===== config.mk =====
export PLATFORM = sky130hd
export DESIGN_NAME = btn_event_decoder
export DESIGN_NICKNAME = d
export VERILOG_FILES = /design/src/rtl/btn_event_decoder.sv
export SDC_FILE = /design/constraint.sdc
export NUM_CORES = 1
export LEC_CHECK = 0
export ABC_AREA = 1
export ABC_CLOCK_PERIOD_IN_PS = 4200
export CORE_ASPECT_RATIO = 1.75
export CORE_MARGIN = 2
export CORE_UTILIZATION = 30
export DETAILED_ROUTE_END_ITERATION = 6
export PLACE_DENSITY = 0.45
export SLEW_MARGIN = 0
export SYNTH_ARGS = -nofsm -noshare
export SYNTH_HDL_FRONTEND = slang
export SYNTH_SLANG_ARGS = --single-unit

===== constraint.sdc =====
create_clock -name clk -period 4.2 [get_ports clk]
set_input_delay 0.42 -clock clk [delete_from_list [all_inputs] [get_ports clk]]
set_output_delay 0.42 -clock clk [all_outputs]
set_load 0.01 [all_outputs]

===== src/rtl/btn_event_decoder.sv =====
// btn_event_decoder
//   Classifies presses of a debounced button into exactly one event each:
//   short press, long press or double press. Each event is a one-clock
//   pulse. Durations are measured in prescaler ticks (one tick every
//   2^TICK_BITS clocks), and the tick phase is free-running.
//
// Ports:
//   clk          system clock
//   reset        asynchronous, active-high reset
//   db           debounced switch level, synchronous to clk
//   short_pulse  one-cycle pulse: short press detected
//   long_pulse   one-cycle pulse: long-press threshold reached
//   double_pulse one-cycle pulse: second press started inside the gap window
//   held         level, high while a long press remains held
//   busy         high whenever the FSM is not in IDLE
//
// All outputs are registered. Each pulse appears on the clock after the
// cycle in which its transition is taken.
module btn_event_decoder #(
  parameter int TICK_BITS  = 20,
  parameter int CNT_W      = 8,
  parameter int LONG_TICKS = 50,
  parameter int DBL_TICKS  = 12
) (
  input  logic clk,
  input  logic reset,
  input  logic db,
  output logic short_pulse,
  output logic long_pulse,
  output logic double_pulse,
  output logic held,
  output logic busy
);

  typedef enum logic [2:0] {
    S_LOCKOUT   = 3'd0,
    S_IDLE      = 3'd1,
    S_PRESSED   = 3'd2,
    S_LONG_HELD = 3'd3,
    S_GAP       = 3'd4
  } state_t;

  // Count values at which the next tick completes the threshold.
  localparam logic [CNT_W-1:0] DUR_MAX   = '1;
  localparam logic [CNT_W-1:0] LONG_LAST = CNT_W'(LONG_TICKS - 1);
  localparam logic [CNT_W-1:0] DBL_LAST  = CNT_W'(DBL_TICKS - 1);

  state_t               state;
  logic [TICK_BITS-1:0] prescaler;
  logic [CNT_W-1:0]     dur;
  logic                 tick;

  assign tick = (prescaler == '0);

  // Free-running prescaler; never realigned to presses.
  always_ff @(posedge clk or posedge reset) begin
    if (reset) begin
      prescaler <= '0;
    end else begin
      prescaler <= prescaler + TICK_BITS'(1);
    end
  end

  // FSM, duration counter and registered outputs. The duration counter
  // counts ticks while the state is unchanged and is cleared by every
  // transition branch below.
  always_ff @(posedge clk or posedge reset) begin
    if (reset) begin
      state        <= S_LOCKOUT;
      dur          <= '0;
      short_pulse  <= 1'b0;
      long_pulse   <= 1'b0;
      double_pulse <= 1'b0;
      held         <= 1'b0;
      busy         <= 1'b0;
    end else begin
      short_pulse  <= 1'b0;
      long_pulse   <= 1'b0;
      double_pulse <= 1'b0;
      held         <= 1'b0;
      busy         <= 1'b1;
      if (tick && (dur != DUR_MAX)) begin
        dur <= dur + CNT_W'(1);
      end

      case (state)
        S_LOCKOUT: begin
          // Waits out a press that must not produce further events.
          if (!db) begin
            state <= S_IDLE;
            dur   <= '0;
            busy  <= 1'b0;
          end
        end

        S_IDLE: begin
          if (db) begin
            state <= S_PRESSED;
            dur   <= '0;
          end else begin
            busy <= 1'b0;
          end
        end

        S_PRESSED: begin
          // Release has priority over a coincident threshold tick.
          if (!db) begin
            state <= S_GAP;
            dur   <= '0;
          end else if (tick && (dur == LONG_LAST)) begin
            state      <= S_LONG_HELD;
            dur        <= '0;
            long_pulse <= 1'b1;
            held       <= 1'b1;
          end
        end

        S_LONG_HELD: begin
          if (!db) begin
            state <= S_IDLE;
            dur   <= '0;
            busy  <= 1'b0;
          end else begin
            held <= 1'b1;
          end
        end

        S_GAP: begin
          // A new press has priority over a coincident expiry tick.
          if (db) begin
            state        <= S_LOCKOUT;
            dur          <= '0;
            double_pulse <= 1'b1;
          end else if (tick && (dur == DBL_LAST)) begin
            state       <= S_IDLE;
            dur         <= '0;
            short_pulse <= 1'b1;
            busy        <= 1'b0;
          end
        end

        default: begin
          state <= S_LOCKOUT;
          dur   <= '0;
        end
      endcase
    end
  end

endmodule


==> impl_metrics.json, run 1 <==
{
  "postRouteAntennaNets": 0,
  "wl_met1_um": 1720,
  "design_area_um2": 2500,
  "grt_overflow": 0,
  "crit_cells": 8,
  "synth.distinct_cells": 26,
  "cpMostUsedCell": "nand2_1",
  "drc": 0,
  "rows": 40,
  "final_core_util_pct": 36.2,
  "reg2regPathDepth": 8,
  "wl_met2_um": 2600,
  "place.gp.congestion": 0.779,
  "worst_path_max_delay_cell": "dfrtp_1",
  "critical_path_buf_inv_count": 1,
  "tightest_slew_ns": 0.921,
  "p_switching_uw": 262,
  "clockBufferDepth": 2,
  "yosysSeqAreaShare_pct": 42.0,
  "slew_viol_final": 0,
  "antennaDiodeCount": 0,
  "status": "completed",
  "r2r_end": "dur[5]$_DFF_PP0_",
  "leakagePower_nw": 1.32,
  "grt_pass1_vias": 1717,
  "switching_share_pct": 26.2,
  "holdCritPathClass": "flop to flop",
  "drt_iter0_drc": 55,
  "cts_tree": "yes",
  "mostFrequentLayoutCells": "nand2_1 (59), inv_1 (49), nor2_1 (37), dfrtp_1 (36), xor2_1 (20)",
  "dr.max_layer_used": "met4",
  "port_buffers": 7,
  "core-area_um2": 6910,
  "crit_family": "simple AND/OR/NAND/NOR gates",
  "cts_buffers": 5,
  "critical_path_class": "flop to flop",
  "drv_cap": 0,
  "post_cts_buffers": 0,
  "grt_start_max_net_pins": 25,
  "vdd_ir_drop_max_v": 0.000319,
  "met3_length_um": 78,
  "min_period_ns": 1.75,
  "setup_viol": 0,
  "dp_hpwl_um": 3630,
  "cts-resized-gates": 0,
  "cp_slowest_stage_delay_ns": 0.41,
  "die_w_um": 67.9,
  "syn_nets": 280,
  "hold_viol": 0,
  "cp_max_fo": 9,
  "max_freq_mhz": 571,
  "layout-drive-gt1-share_pct": 11.5,
  "power_frac_comb_pct": 16.2,
  "start_kind": "flop",
  "setup.worst_path.start": "dur[0]$_DFF_PP0_",
  "cp.required_ns": 4.38,
  "period_share_pct": 41.7,
  "pwr_density_cell_nw_per_um2": 401,
  "rrSetupSlack_ns": 2.45,
  "clock_skew_ns": 0.00241,
  "critical_path_arrival_ns": 1.93,
  "syn_area_um2": 2140,
  "nets": 294,
  "ys_ff_latch": 36,
  "r2r-start": "dur[0]$_DFF_PP0_",
  "wirelength_um": 4580,
  "layout_commonest_cell": "nand2_1",
  "fin_setup_tns_ns": 0,
  "place_ws_ns": 2.31,
  "cts_max_level": 2,
  "pin_count": 8,
  "relSlewSlack_pct": 38.5,
  "p_total_mw": 1.00,
  "initial_utilization_pct": 31.1,
  "vias": 1655,
  "first_pass_iters": 4,
  "grt_pass1_wl_um": 7890,
  "p_int_uw": 739,
  "clkTransAtPathRegs_ns": 0.06,
  "antenna_found_initial": 0,
  "die_area_um2": 7870,
  "wl_per_cell_um": 12.3,
  "postPlaceCellArea_um2": 2320,
  "die_h_um": 116,
  "via_per_inst": 4.45,
  "area_growth_pct": 16.5,
  "finalWorstSetupSlack_ns": 2.45,
  "clock_power_share_pct": 45.5,
  "cts_root_buf": "clkbuf_16",
  "endpoint_kind": "flop",
  "syn_area_per_cell_um2": 7.86,
  "rsz0062_at_grt": "no",
  "clk_latency_ns": 0.28,
  "seq_power_share_pct": 38.2,
  "grt.total_usage_pct": 13.6,
  "endpoint": "dur[5]$_DFF_PP0_",
  "synth_cells": 273,
  "clock_sinks": 36,
  "cp_cell_sequence": "ha_1, nand3_1, nor2_1, nand4_1, nand2_1, nand3_4, nand2_1, inv_1",
  "holdBufCountCts": 0,
  "yosysWarnings": 0
}
-- registers in the layout, indices dropped and copies added, names as in the netlist --
name,count
long_pulse,1
dur,8
held,1
double_pulse,1
busy,1
prescaler,20
state,3
short_pulse,1
-- area by class of cell --
class,instances,area [um^2]
repair buffers,8,77.6
fillers,738,4410
inverters,52,195
clock buffers,7,153
well taps,84,105
clock inverters,1,30.0
flip-flops and latches,36,901
multi-input cells,184,1040
-- power groups by stage --
stage | logic, mW | registers (mW) | clock network [mW]
6_report | 0.163 | 0.383 | 0.456
5_1_grt | 0.192 | 0.385 | 0.480
4_1_cts | 0.167 | 0.383 | 0.470
3_5_place_dp | 0.168 | 0.389 | 0
3_3_place_gp | 0.167 | 0.389 | 0
2_1_floorplan | 0.116 | 0.387 | 0
-- cell families (layout without fill, tap and decap cells) --
group	count (synthesis)	after routing	synth area share, %
adders and majority gates	4	4	2.33
AOI/OAI and AO/OA	8	8	2.63
buffers and inverters	53	68	9.63
and+or+nand+nor	149	149	34.0
xor gates and xnor gates	23	23	9.39
DFF	36	36	42.0
-- stage by stage --
step / instances / hold slack (ns)
after floorplan: 273 / 0.442
after global placement: 364 / 0.458
after detailed placement: 364 / 0.466
after CTS: 372 / 0.475
after global routing: 372 / 0.493
final: 372 / 0.471
-- worst reg2reg max path: stages, from the launching register on --
cell,delay (ns)
dfrtp_1,0.41
ha_1,0.23
nand3_1,0.10
nor2_1,0.15
nand4_1,0.23
nand2_1,0.24
nand3_4,0.16
nand2_1,0.10
inv_1,0.04
-- worst min-delay path by stage --
stage	from	end	slack [ns]	cells after the start
2_1_floorplan	prescaler[19]$_DFF_PP0_	prescaler[19]$_DFF_PP0_	0.44	1
3_3_place_gp	prescaler[19]$_DFF_PP0_	prescaler[19]$_DFF_PP0_	0.46	1
3_5_place_dp	prescaler[19]$_DFF_PP0_	prescaler[19]$_DFF_PP0_	0.47	1
4_1_cts	prescaler[19]$_DFF_PP0_	prescaler[19]$_DFF_PP0_	0.48	1
5_1_grt	prescaler[19]$_DFF_PP0_	prescaler[19]$_DFF_PP0_	0.49	1
6_report	prescaler[19]$_DFF_PP0_	prescaler[19]$_DFF_PP0_	0.47	1
-- layer usage --
layer / GRT usage (%) / up-vias
met4: 8.13 / 0
met5: 0 / -
met2: 24.8 / 15
met3: 2.82 / 14
met1: 13.8 / 762
li1: - / 864
-- cell usage after synthesis --
master	n	area [um^2]
nand2_2	3	18.8
nor2_2	8	50.1
nand3_1	19	95.1
nand2_1	59	221
nor3_4	1	16.3
ha_1	4	50.1
buf_6	1	11.3
xor2_1	20	175
nand4_2	2	25.0
clkinv_1	1	3.75
xnor2_1	3	26.3
inv_2	2	7.51
nor4_2	1	12.5
nand4_1	8	50.1
nor2_1	37	139
o21bai_1	1	7.51
nor3_1	4	20.0
nand3_2	2	20.0
inv_1	49	184
nor3_2	2	20.0
o21ai_1	2	10.0
o21ai_0	4	20.0
and3_1	1	6.26
nand3_4	2	35.0
dfrtp_1	36	901
o21bai_4	1	18.8
(Power assumes the default switching activity.)
==> run 2: changes to the inputs <==
--- a/config.mk
+++ b/config.mk
@@ -6,12 +6,12 @@
 export NUM_CORES = 1
 export LEC_CHECK = 0
 export ABC_AREA = 1
-export ABC_CLOCK_PERIOD_IN_PS = 4200
+export ABC_CLOCK_PERIOD_IN_PS = 1600
 export CORE_ASPECT_RATIO = 1.75
 export CORE_MARGIN = 2
 export CORE_UTILIZATION = 30
 export DETAILED_ROUTE_END_ITERATION = 6
-export PLACE_DENSITY = 0.45
+export PLACE_DENSITY = 0.47
 export SLEW_MARGIN = 0
 export SYNTH_ARGS = -nofsm -noshare
 export SYNTH_HDL_FRONTEND = slang
==> constraint.sdc (replaced) <==
create_clock -name clk -period 1.6 [get_ports clk]
set_input_delay 0.16 -clock clk [delete_from_list [all_inputs] [get_ports clk]]
set_output_delay 0.16 -clock clk [all_outputs]
set_load 0.01 [all_outputs]
==> impl_metrics.json, run 2 (synthesis results as in run 1) <==
{
  "status": "completed",
  "clk_latency_ns": 0.28,
  "nets": 328,
  "initial_utilization_pct": 31.1,
  "cts_root_buf": "clkbuf_16",
  "grt_pass1_wl_um": 8310,
  "worst_path_max_delay_cell": "dfrtp_1",
  "die_w_um": 67.9,
  "postRouteAntennaNets": 0,
  "mostFrequentLayoutCells": "nand2_1 (56), inv_1 (49), dfrtp_1 (35), buf_4 (32), nor2_1 (31)",
  "dp_hpwl_um": 3580,
  "critical_path_buf_inv_count": 2,
  "r2r_end": "dur[7]$_DFF_PP0_",
  "fillers": 740,
  "vdd_ir_drop_max_v": 0.000731,
  "first_pass_iters": 4,
  "start_kind": "flop",
  "leakagePower_nw": 1.49,
  "wl_per_cell_um": 11.7,
  "crit_family": "simple AND/OR/NAND/NOR gates",
  "die_area_um2": 7870,
  "finalWorstSetupSlack_ns": 0.0494,
  "via_per_inst": 4.37,
  "r2r-start": "prescaler[1]$_DFF_PP0_",
  "layout-drive-gt1-share_pct": 24.5,
  "layout_commonest_cell": "nand2_1",
  "port_buffers": 7,
  "holdCritPathClass": "input port to asynchronous set/reset pin",
  "reg2regPathDepth": 9,
  "clock_skew_ns": 0.00353,
  "grt_start_max_net_pins": 37,
  "multi_input_area_um2": 1130,
  "cp_slowest_stage_delay_ns": 0.40,
  "pwr_density_cell_nw_per_um2": 895,
  "grt_overflow": 0,
  "relSlewSlack_pct": 83.4,
  "period_share_pct": 96.9,
  "cts_buffers": 5,
  "cp.required_ns": 1.78,
  "slew_viol_final": 0,
  "p_total_mw": 2.52,
  "wirelength_um": 4750,
  "drt_iter0_drc": 34,
  "tightest_slew_ns": 0.246,
  "die_h_um": 116,
  "cpMostUsedCell": "inv_1",
  "setup_viol": 0,
  "place_ws_ns": -0.0477,
  "antennaDiodeCount": 0,
  "vias": 1776,
  "cp_max_fo": 5,
  "grt_pass1_vias": 1874,
  "place.gp.congestion": 0.798,
  "critical_path_arrival_ns": 1.73,
  "drv_cap": 0,
  "rrSetupSlack_ns": 0.05,
  "setup.worst_path.start": "prescaler[1]$_DFF_PP0_",
  "cp_cell_sequence": "inv_1, ha_2, nand3_1, nor2_1, nand4_1, nand2_2, nand3_4, nand2_1, inv_1",
  "antenna_found_initial": 0,
  "clockBufferDepth": 2,
  "max_freq_mhz": 645,
  "cts_tree": "yes",
  "endpoint_kind": "flop",
  "critical_path_class": "flop to flop",
  "top_register": "prescaler",
  "drc": 0,
  "rsz0062_at_grt": "yes",
  "cts_max_level": 2,
  "top_regs": "prescaler (20), dur (8), state (3)",
  "area_growth_pct": 31.4,
  "rows": 40,
  "grt.total_usage_pct": 14.3,
  "hold_viol": 0,
  "register_area_um2": 902,
  "clock_sinks": 36,
  "min_period_ns": 1.55,
  "clkTransAtPathRegs_ns": 0.06,
  "pin_count": 8,
  "core-area_um2": 6910,
  "largest_register_ffs": 20
}
==> run 2: cell types whose count changed in the layout (fill, tap and decap cells not counted), moves of 3 or more <==
cell     previous run  this run
buf_4               1        32
nor2_1             37        31
nand2_1            59        56
nand2_2             3         6
nor2_4              0         5
==> run 2: where the power goes <==
part	switching, mW	total (mW)	internal [mW]
registers	0.0207	0.982	0.961
logic	0.320	0.551	0.231
clock network	0.376	0.990	0.614
total	0.717	2.52	1.81
==> run 2: area by class of cell <==
| cell class | instances | share of cell area (%) |
|---|---|---|
| clock inverters | 2 | 0.355 |
| repair buffers | 41 | 12.1 |
| multi-input cells | 185 | 39.9 |
| well taps | 84 | 3.73 |
| inverters | 52 | 6.92 |
| flip-flops and latches | 36 | 32.0 |
| clock buffers | 6 | 4.93 |
==> run 2: what timing repair did <==
item	in CTS	in global routing
hold buffers	0	0
gates resized for setup	4	17
pin swaps	3	12
setup buffers	3	5
setup endpoints to repair	9	17
cloned	1	0
==> run 2: worst reg2reg max path, stage by stage (launching register included) <==
cell     delay [ns]
dfrtp_1        0.40
inv_1          0.07
ha_2           0.18
nand3_1        0.07
nor2_1         0.12
nand4_1        0.17
nand2_2        0.19
nand3_4        0.12
nand2_1        0.09
inv_1          0.04
==> run 2: how the worst max path moves through the flow <==
stage	end	slack [ns]	cells past startpoint
floorplan	state[0]$_DFFE_PP0P_	0.11	9
global placement	dur[5]$_DFF_PP0_	-0.02	9
detailed placement	dur[4]$_DFF_PP0_	-0.05	9
CTS	dur[4]$_DFF_PP0_	0.0008	9
global route	state[0]$_DFFE_PP0P_	-0.07	9
finish	dur[7]$_DFF_PP0_	0.05	9
==> run 2: routing by layer <==
metal	track usage, %	vias up	share of wire (%)
met5	0	-	0
met4	6.67	0	2.3
met3	2.91	8	1.4
met2	27.6	8	61
met1	13.9	824	35
li1	-	936	-
==> run 2: stage by stage <==
stage	cells	cell area, um^2	TNS (ns)	hold WS [ns]	util [%]
2_1_floorplan	273	2140	0	0.267	-
6_report	406	2820	0	0.226	40.8
3_3_place_gp	389	2520	-0.133	0.459	36.4
4_1_cts	401	2720	0	0.235	39.3
5_1_grt	406	2820	-0.699	0.256	40.8
3_5_place_dp	389	2520	-0.366	0.471	36.4
==> run 3: changes to the inputs <==
--- a/config.mk
+++ b/config.mk
@@ -6,12 +6,12 @@
 export NUM_CORES = 1
 export LEC_CHECK = 0
 export ABC_AREA = 1
-export ABC_CLOCK_PERIOD_IN_PS = 1600
+export ABC_CLOCK_PERIOD_IN_PS = 1500
 export CORE_ASPECT_RATIO = 1.75
 export CORE_MARGIN = 2
 export CORE_UTILIZATION = 30
 export DETAILED_ROUTE_END_ITERATION = 6
-export PLACE_DENSITY = 0.47
+export PLACE_DENSITY = 0.45
 export SLEW_MARGIN = 0
 export SYNTH_ARGS = -nofsm -noshare
 export SYNTH_HDL_FRONTEND = slang
==> constraint.sdc (replaced) <==
create_clock -name clk -period 1.5 [get_ports clk]
set_input_delay 0.15 -clock clk [delete_from_list [all_inputs] [get_ports clk]]
set_output_delay 0.15 -clock clk [all_outputs]
set_load 0.01 [all_outputs]
==> impl_metrics.json, run 3 (synthesis results as in run 1) <==
{
  "grt_start_max_net_pins": 37,
  "vias": 1881,
  "cp_cell_sequence": "buf_6, inv_4, ha_4, nand4_1, o21bai_4, nand3_4, nand2_1, inv_1",
  "dp_hpwl_um": 3810,
  "rsz0062_at_grt": "yes",
  "die_w_um": 67.9,
  "drv_cap": 0,
  "leakagePower_nw": 1.62,
  "fillers": 711,
  "tightest_slew_ns": 0.239,
  "antenna_found_initial": 0,
  "holdCritPathClass": "input port to asynchronous set/reset pin",
  "setup_viol": 10,
  "grt.total_usage_pct": 14.9,
  "pin_count": 8,
  "drt_iter0_drc": 33,
  "die_h_um": 116,
  "cts_root_buf": "clkbuf_16",
  "slew_viol_final": 0,
  "vdd_ir_drop_max_v": 0.000688,
  "grt_pass1_vias": 1932,
  "cts_tree": "yes",
  "worst_path_max_delay_cell": "dfrtp_1",
  "area_growth_pct": 43.4,
  "period_share_pct": 103,
  "first_pass_iters": 4,
  "status": "finished with violations",
  "initial_utilization_pct": 31.1,
  "hold_viol": 0,
  "wirelength_um": 5010,
  "place.gp.congestion": 0.803,
  "port_buffers": 7,
  "cts_buffers": 5,
  "start_kind": "flop",
  "relSlewSlack_pct": 83.9,
  "drc": 0,
  "critical_path_buf_inv_count": 3,
  "top_register": "prescaler",
  "holdBufCountCts": 0,
  "multi_input_area_um2": 1200,
  "grt_overflow": 0,
  "nets": 347,
  "cp_max_fo": 5,
  "via_per_inst": 4.43,
  "max_freq_mhz": 648,
  "min_period_ns": 1.54,
  "clock_skew_ns": 0.00394,
  "clockBufferDepth": 2,
  "endpoint_kind": "flop",
  "clkTransAtPathRegs_ns": 0.06,
  "top_regs": "prescaler (20), dur (8), state (3)",
  "clk_latency_ns": 0.29,
  "rrSetupSlack_ns": -0.04,
  "critical_path_arrival_ns": 1.73,
  "cp.required_ns": 1.68,
  "cts_max_level": 2,
  "wl_per_cell_um": 11.8,
  "pwr_density_cell_nw_per_um2": 924,
  "antennaDiodeCount": 0,
  "die_area_um2": 7870,
  "critical_path_class": "flop to flop",
  "finalWorstSetupSlack_ns": -0.0433,
  "register_area_um2": 902,
  "clock_sinks": 36,
  "core-area_um2": 6910,
  "largest_register_ffs": 20,
  "grt_pass1_wl_um": 8520,
  "fin_setup_tns_ns": -0.272,
  "mostFrequentLayoutCells": "nand2_1 (48), buf_4 (48), inv_1 (45), dfrtp_1 (35), nor2_1 (26)",
  "layout-drive-gt1-share_pct": 34.6,
  "worst_hold_slack_ns": 0.208,
  "postRouteAntennaNets": 0,
  "cp_slowest_stage_delay_ns": 0.40,
  "p_total_mw": 2.84,
  "violations": "setup timing",
  "crit_family": "simple AND/OR/NAND/NOR gates",
  "rows": 40
}
run 3: changes by cell type in the layout (fill, tap and decap cells not counted), moves of 3 or more:
cell and delta:
inv_1 -4, nand2_1 -8, nor2_2 +5, inv_2 +3, nor2_1 -5, nand2_2 +7
buf_4 +16
run 3: final timing paths:
path,to,cells past startpoint,start
worst max-delay path,dur[4]$_DFF_PP0_,8,dur[1]$_DFF_PP0_
worst min-delay path,prescaler[2]$_DFF_PP0_,3,reset
worst max register to register,dur[4]$_DFF_PP0_,8,dur[1]$_DFF_PP0_
worst min register to register,prescaler[19]$_DFF_PP0_,1,prescaler[19]$_DFF_PP0_
max in group asynchronous,prescaler[13]$_DFF_PP0_,3,reset
min in group clk,prescaler[19]$_DFF_PP0_,1,prescaler[19]$_DFF_PP0_
run 3: final cells by class:
class                           instances  share of cell area (%)
Tap cell                               84                    3.42
Sequential cell                        36                    29.3
Inverter                               52                    6.43
Clock inverter                          3                    1.38
Clock buffer                            5                    4.07
Multi-Input combinational cell        185                    39.0
Timing Repair Buffer                   60                    16.4
run 3: through the flow:
stage               util, %  setup slack, ns  instances  cell area [um^2]
floorplan                 -          0.00538        273              2140
global placement       38.9           -0.103        412              2690
detailed placement     38.9          -0.0944        412              2690
CTS                    42.9          -0.0448        423              2960
global route           44.5           -0.136        425              3080
finish                 44.5          -0.0433        425              3080
run 3: repair_timing:
item | 4_1_cts | 5_1_grt
setup endpoints to repair | 15 | 20
resized for setup | 16 | 33
setup buffers | 2 | 2
pin swaps | 23 | 20
cloned | 1 | 0
run 3: routing by layer:
layer / track usage, % / up-vias / routed length (um)
li1: - / 974 / -
met1: 13.6 / 888 / 1820
met2: 29.7 / 12 / 2990
met3: 3.20 / 7 / 69
met4: 6.80 / 0 / 129
met5: 0 / - / 0
run 3: power breakdown:
part | internal (mW) | total (mW) | switching (mW)
registers | 1.03 | 1.07 | 0.0444
clock network | 0.780 | 1.20 | 0.420
logic | 0.229 | 0.571 | 0.342
total | 2.03 | 2.84 | 0.807
run 3: worst min-delay path, delay by kind of cell:
| kind | cells | cell delay (ns) |
|---|---|---|
| buf+inv | 3 | 0.70 |
